<file path="config.mk">
export PLATFORM = sky130hd
export DESIGN_NAME = fifo_wr_arbiter
export DESIGN_NICKNAME = d
export VERILOG_FILES = /design/src/rtl/fifo_wr_arbiter.sv
export SDC_FILE = /design/constraint.sdc
export NUM_CORES = 1
export LEC_CHECK = 0
export ABC_AREA = 1
export CORE_MARGIN = 2
export CORE_UTILIZATION = 39
export DETAILED_ROUTE_END_ITERATION = 10
export GPL_TIMING_DRIVEN = 1
export PLACE_DENSITY_LB_ADDON = 0.15
export SYNTH_ARGS = -nofsm -noshare
export SYNTH_HDL_FRONTEND = slang
export SYNTH_SLANG_ARGS = --single-unit
</file>
<file path="constraint.sdc">
create_clock -name clk -period 5.73 [get_ports clk]
set_clock_uncertainty 0.05 [all_clocks]
set_input_delay 1.146 -clock clk [delete_from_list [all_inputs] [get_ports clk]]
set_output_delay 1.146 -clock clk [all_outputs]
set_load 0.01 [all_outputs]
</file>
<file path="src/rtl/fifo_wr_arbiter.sv">
// Round-robin arbiter sharing one fifo write port between N_REQ requesters.
// A grant lasts for up to MAX_BURST writes; data and strobe are combinational from the owner.
module fifo_wr_arbiter #(
    parameter int DATA_WIDTH = 8,
    parameter int N_REQ      = 4,
    parameter int MAX_BURST  = 4,
    localparam int ID_W      = (N_REQ > 2) ? $clog2(N_REQ) : 1,
    localparam int CNT_W     = $clog2(MAX_BURST + 1)
) (
    input  logic                          clk,
    input  logic                          rst,
    input  logic [N_REQ-1:0]              req,
    input  logic [N_REQ*DATA_WIDTH-1:0]   req_data,
    output logic [N_REQ-1:0]              ack,
    output logic                          fifo_wr,
    output logic [DATA_WIDTH-1:0]         fifo_data,
    input  logic                          fifo_full,
    output logic [ID_W-1:0]               gnt_id,
    output logic                          busy
);

    typedef enum logic {IDLE, BURST} state_e;

    state_e           state_q;
    logic [ID_W-1:0]  owner_q;
    logic [CNT_W-1:0] cnt_q;

    logic                  own_req;
    logic                  xfer;
    logic [DATA_WIDTH-1:0] words [N_REQ];

    // First requester above the current owner, wrapping; the owner itself comes last.
    function automatic logic [ID_W-1:0] pick(input logic [N_REQ-1:0] v,
                                             input logic [ID_W-1:0]  from);
        logic [ID_W-1:0] res;
        logic            found;
        int              idx;
        res   = from;
        found = 1'b0;
        for (int k = 1; k <= N_REQ; k++) begin
            idx = (int'(from) + k) % N_REQ;
            if (!found && |(v & (N_REQ'(1) << idx))) begin
                res   = ID_W'(idx);
                found = 1'b1;
            end
        end
        return res;
    endfunction

    always_comb begin
        for (int i = 0; i < N_REQ; i++) begin
            words[i] = req_data[i*DATA_WIDTH +: DATA_WIDTH];
        end
    end

    assign own_req   = req[owner_q];
    assign xfer      = (state_q == BURST) && own_req && !fifo_full;
    assign fifo_wr   = xfer;
    assign fifo_data = words[owner_q];
    assign ack       = xfer ? (N_REQ'(1) << owner_q) : '0;
    assign gnt_id    = owner_q;
    assign busy      = (state_q == BURST);

    always_ff @(posedge clk) begin
        if (rst) begin
            state_q <= IDLE;
            owner_q <= ID_W'(N_REQ - 1);
            cnt_q   <= '0;
        end else begin
            case (state_q)
                IDLE: begin
                    if (|req) begin
                        state_q <= BURST;
                        owner_q <= pick(req, owner_q);
                        cnt_q   <= '0;
                    end
                end
                BURST: begin
                    // A full fifo with the owner still requesting freezes the grant.
                    if (!(own_req && fifo_full)) begin
                        if (xfer && cnt_q < CNT_W'(MAX_BURST - 1)) begin
                            cnt_q <= cnt_q + 1'b1;
                        end else if (|req) begin
                            // owner bit is already clear here if it dropped its request
                            owner_q <= pick(req, owner_q);
                            cnt_q   <= '0;
                        end else begin
                            state_q <= IDLE;
                        end
                    end
                end
                default: state_q <= IDLE;
            endcase
        end
    end

endmodule

</file>
==> summary.txt <==
Result of the run = completed
Worst endpoint data arrival time = 2.92 ns
Worst voltage drop across the vdd grid = 0.205 mV
Worst setup EP type = primary output
Cell at the root of the clock tree = sky130_fd_sc_hd__clkbuf_4
Number of storage elements in the synthesis netlist = 6
Worst-case headroom to the max-slew limit = 0.463
Highest net fanout along the worst path = 5
Leakage Power = 0.633 nW
Global Route Usage Sum = 0.228
Register Area = 120 um^2
Depth of the most critical reg-to-reg path = 10
Yosys Warn Count = 0
Total of endpoints with negative setup slack in the final report = 0
Startpoint types = input pin
Origin of the critical flop-to-flop path = gnt_id[0]
Hold-fix buffers at CTS = 0
Post CTS Setup Buffer Count = 0
Drt via density = 5.33
Highest achievable clock rate = 243 MHz
Number of clock sinks = 6
Syn Nets = 192
Mapped Area = 851 um^2
Area growth from synthesis to layout = 65.7%
TritonCTS buffer count = 3
Number of buffer cells added on primary ports = 54
Pwr/cell area = 357 nW/um^2
Total half-perimeter wirelength after legalization and detailed placement = 2100 um
Cells after synthesis = 148
Routed len/inst = 11.9 um
Count of cells along the worst hold path = 2
I/O Pins = 55
Residual antenna-violating net count after detailed routing = 0
DRC marker count from the first detailed-route iteration = 28
Area of the die = 2570 um^2
Critical setup path kind = input pin to primary output
Setup crit start = req[2]
Launch instance of the worst min-delay path = cnt_q[2]
Leading post-synthesis cells by cell area = sky130_fd_sc_hd__nand2_1 16%, sky130_fd_sc_hd__dfxtp_1 14%, sky130_fd_sc_hd__nor2_1 11%, sky130_fd_sc_hd__o21ai_0 9.4%, sky130_fd_sc_hd__ha_1 7.4%
Part of the Yosys area used for sequential elements = 0.141
Req. time, crit path = 4.53 ns
Synth area leader = sky130_fd_sc_hd__nand2_1
Worst hold slack = 0.426 ns
Combined area of the multi-input logic cells = 637 um^2
CTS H-Tree Depth = 1
Portion of synthesized cell area occupied by the leading cell type = 0.163
Placer's final routability congestion estimate = 0.802
Fraction of layout instances using a drive strength above 1 = 0.0754
Clock slew at reported path FFs = 0.05 ns
Flop2flop setup slack = 3.26 ns
Core area = 2000 um^2
Number of nets in the layout = 245
Tightest Pin Transition = 0.805 ns
Period utilisation layout = 0.719
Initial antenna violation count = 0
Vias = 1204
Number of max-capacitance violations reported = 0
Later-pin clock latency in the skew report = 0.25 ns
Mean cell area of the mapped netlist = 5.75 um^2
Final setup TNS = 0 ns
Vias in the first global route = 1174
Post-route DRC = 0
Number of failing hold endpoints at the final stage = 0
Initial standard-cell utilization of the core = 0.425
Vert. Die Dim = 50.7 um
Count of cell types in the netlist = 25
Worst min path class = register to register
Worst hold path endpoint = cnt_q[2]
Post-layout min period = 4.12 ns
DIE WIDTH = 50.7 um
Crit Reg-Reg Endpoint = gnt_id[0]
Total overflow reported by the global router = 0
Final Max Tran Viols = 0
Buffer levels on the longest clock path = 2
Count of instances resized after the clock tree is built = 0
RSZ-0062 raised after global routing = false
Ant. Diodes = 0
Wire length of the first global-routing pass = 4530 um
Maximum number of pins on one net before global-route repair = 26
Clock tree from TritonCTS = built
Total wirelength of the detailed-routed design = 2700 um
Placement row count = 16
Count of fill cells added during filler insertion = 172
Pre-Repair DR Iteration Count = 6
==> synth_stat cells <==
library cell / count
sky130_fd_sc_hd__nand2_1: 37
sky130_fd_sc_hd__nor2_1: 24
sky130_fd_sc_hd__o21ai_0: 16
sky130_fd_sc_hd__inv_1: 11
sky130_fd_sc_hd__nand3_1: 11
sky130_fd_sc_hd__o22ai_1: 8
sky130_fd_sc_hd__dfxtp_1: 6
sky130_fd_sc_hd__ha_1: 5
sky130_fd_sc_hd__a21oi_1: 4
sky130_fd_sc_hd__inv_2: 4
sky130_fd_sc_hd__nand4_1: 4
sky130_fd_sc_hd__buf_2: 3
sky130_fd_sc_hd__nand4_2: 2
sky130_fd_sc_hd__nor2_2: 2
sky130_fd_sc_hd__a31oi_1: 1
sky130_fd_sc_hd__buf_4: 1
sky130_fd_sc_hd__buf_6: 1
sky130_fd_sc_hd__clkbuf_1: 1
sky130_fd_sc_hd__nand2_2: 1
sky130_fd_sc_hd__nand2_4: 1
sky130_fd_sc_hd__nand3_4: 1
sky130_fd_sc_hd__nand3b_1: 1
sky130_fd_sc_hd__nor2_4: 1
sky130_fd_sc_hd__o211a_1: 1
sky130_fd_sc_hd__o211ai_1: 1
==> report_power, final <==
group	switching [mW]	internal, mW	total, mW
clock	0.0178	0.0239	0.0417
combinational	0.194	0.183	0.377
sequential	0.0348	0.0497	0.0845
total	0.247	0.256	0.503
==> registers in the layout, indices dropped and copies added (netlist names) <==
name / count
busy: 1
cnt_q: 3
gnt_id: 2
==> critical path: stages <==
cell and delay, ns:
sky130_fd_sc_hd__clkdlybuf4s50_1 0.60, sky130_fd_sc_hd__inv_1 0.13, sky130_fd_sc_hd__nand2_1 0.09, sky130_fd_sc_hd__nand3_1 0.07, sky130_fd_sc_hd__nand2_1 0.11, sky130_fd_sc_hd__nand2_1 0.12
sky130_fd_sc_hd__nor2_1 0.12, sky130_fd_sc_hd__clkdlybuf4s50_1 0.54
==> metrics by stage <==
step,util,std cells,instance area (um^2),setup WS [ns],power [mW]
5_1_grt,0.704,226,1410,1.47,0.549
4_1_cts,0.704,226,1410,1.61,0.505
3_3_place_gp,0.693,223,1390,1.66,0.450
6_report,0.704,226,1410,1.61,0.503
3_5_place_dp,0.693,223,1390,1.62,0.462
2_1_floorplan,-,148,851,2.87,0.320
==> cells by family after synthesis <==
family | count (synthesis) | synth area share
compound gates | 31 | 0.204
buf+inv | 21 | 0.110
flops | 6 | 0.141
fa+ha+maj | 5 | 0.0735
simple gates | 85 | 0.471
==> placed cells by master, fill, tap and decap left out <==
cell type                         netlist  layout
sky130_fd_sc_hd__nand3b_1               1       1
sky130_fd_sc_hd__o22ai_1                8       8
sky130_fd_sc_hd__o21ai_0               16      16
sky130_fd_sc_hd__nand3_4                1       1
sky130_fd_sc_hd__o211a_1                1       1
sky130_fd_sc_hd__a31oi_1                1       1
sky130_fd_sc_hd__ha_1                   5       5
sky130_fd_sc_hd__dfxtp_1                6       6
sky130_fd_sc_hd__o211ai_1               1       1
sky130_fd_sc_hd__nand4_2                2       2
sky130_fd_sc_hd__nor2_1                24      24
sky130_fd_sc_hd__clkbuf_4               0       3
sky130_fd_sc_hd__inv_1                 11      11
sky130_fd_sc_hd__nor2_2                 2       2
sky130_fd_sc_hd__a21oi_1                4       4
sky130_fd_sc_hd__nand2_1               37      37
sky130_fd_sc_hd__nor2_4                 1       1
sky130_fd_sc_hd__nand2_4                1       1
sky130_fd_sc_hd__nand4_1                4       4
sky130_fd_sc_hd__clkdlybuf4s50_1        0      54
sky130_fd_sc_hd__inv_2                  4       4
sky130_fd_sc_hd__nand3_1               11      11
sky130_fd_sc_hd__nand2_2                1       1
==> how the worst max path moves through the flow <==
stage | depth (start not counted) | slack, ns | to
6_report | 8 | 1.61 | ack[1]
5_1_grt | 8 | 1.47 | ack[1]
4_1_cts | 8 | 1.61 | ack[1]
3_5_place_dp | 8 | 1.62 | ack[1]
3_3_place_gp | 8 | 1.66 | ack[1]
2_1_floorplan | 6 | 2.87 | ack[0]
==> metal layers <==
metal / up-vias / global-route usage / part of all wire
li1: 597 / - / -
met1: 552 / 0.223 / 0.40
met2: 53 / 0.447 / 0.51
met3: 2 / 0.0833 / 0.087
met4: 0 / 0.0495 / 0.0015
met5: - / 0 / 0
==> layout make-up <==
cell class | count | share of cell area
Clock buffer | 3 | 0.0160
Inverter | 15 | 0.0399
Multi-Input combinational cell | 121 | 0.452
Sequential cell | 6 | 0.0852
Tap cell | 27 | 0.0240
Timing Repair Buffer | 54 | 0.383
Power figures use the tool's default switching activity.
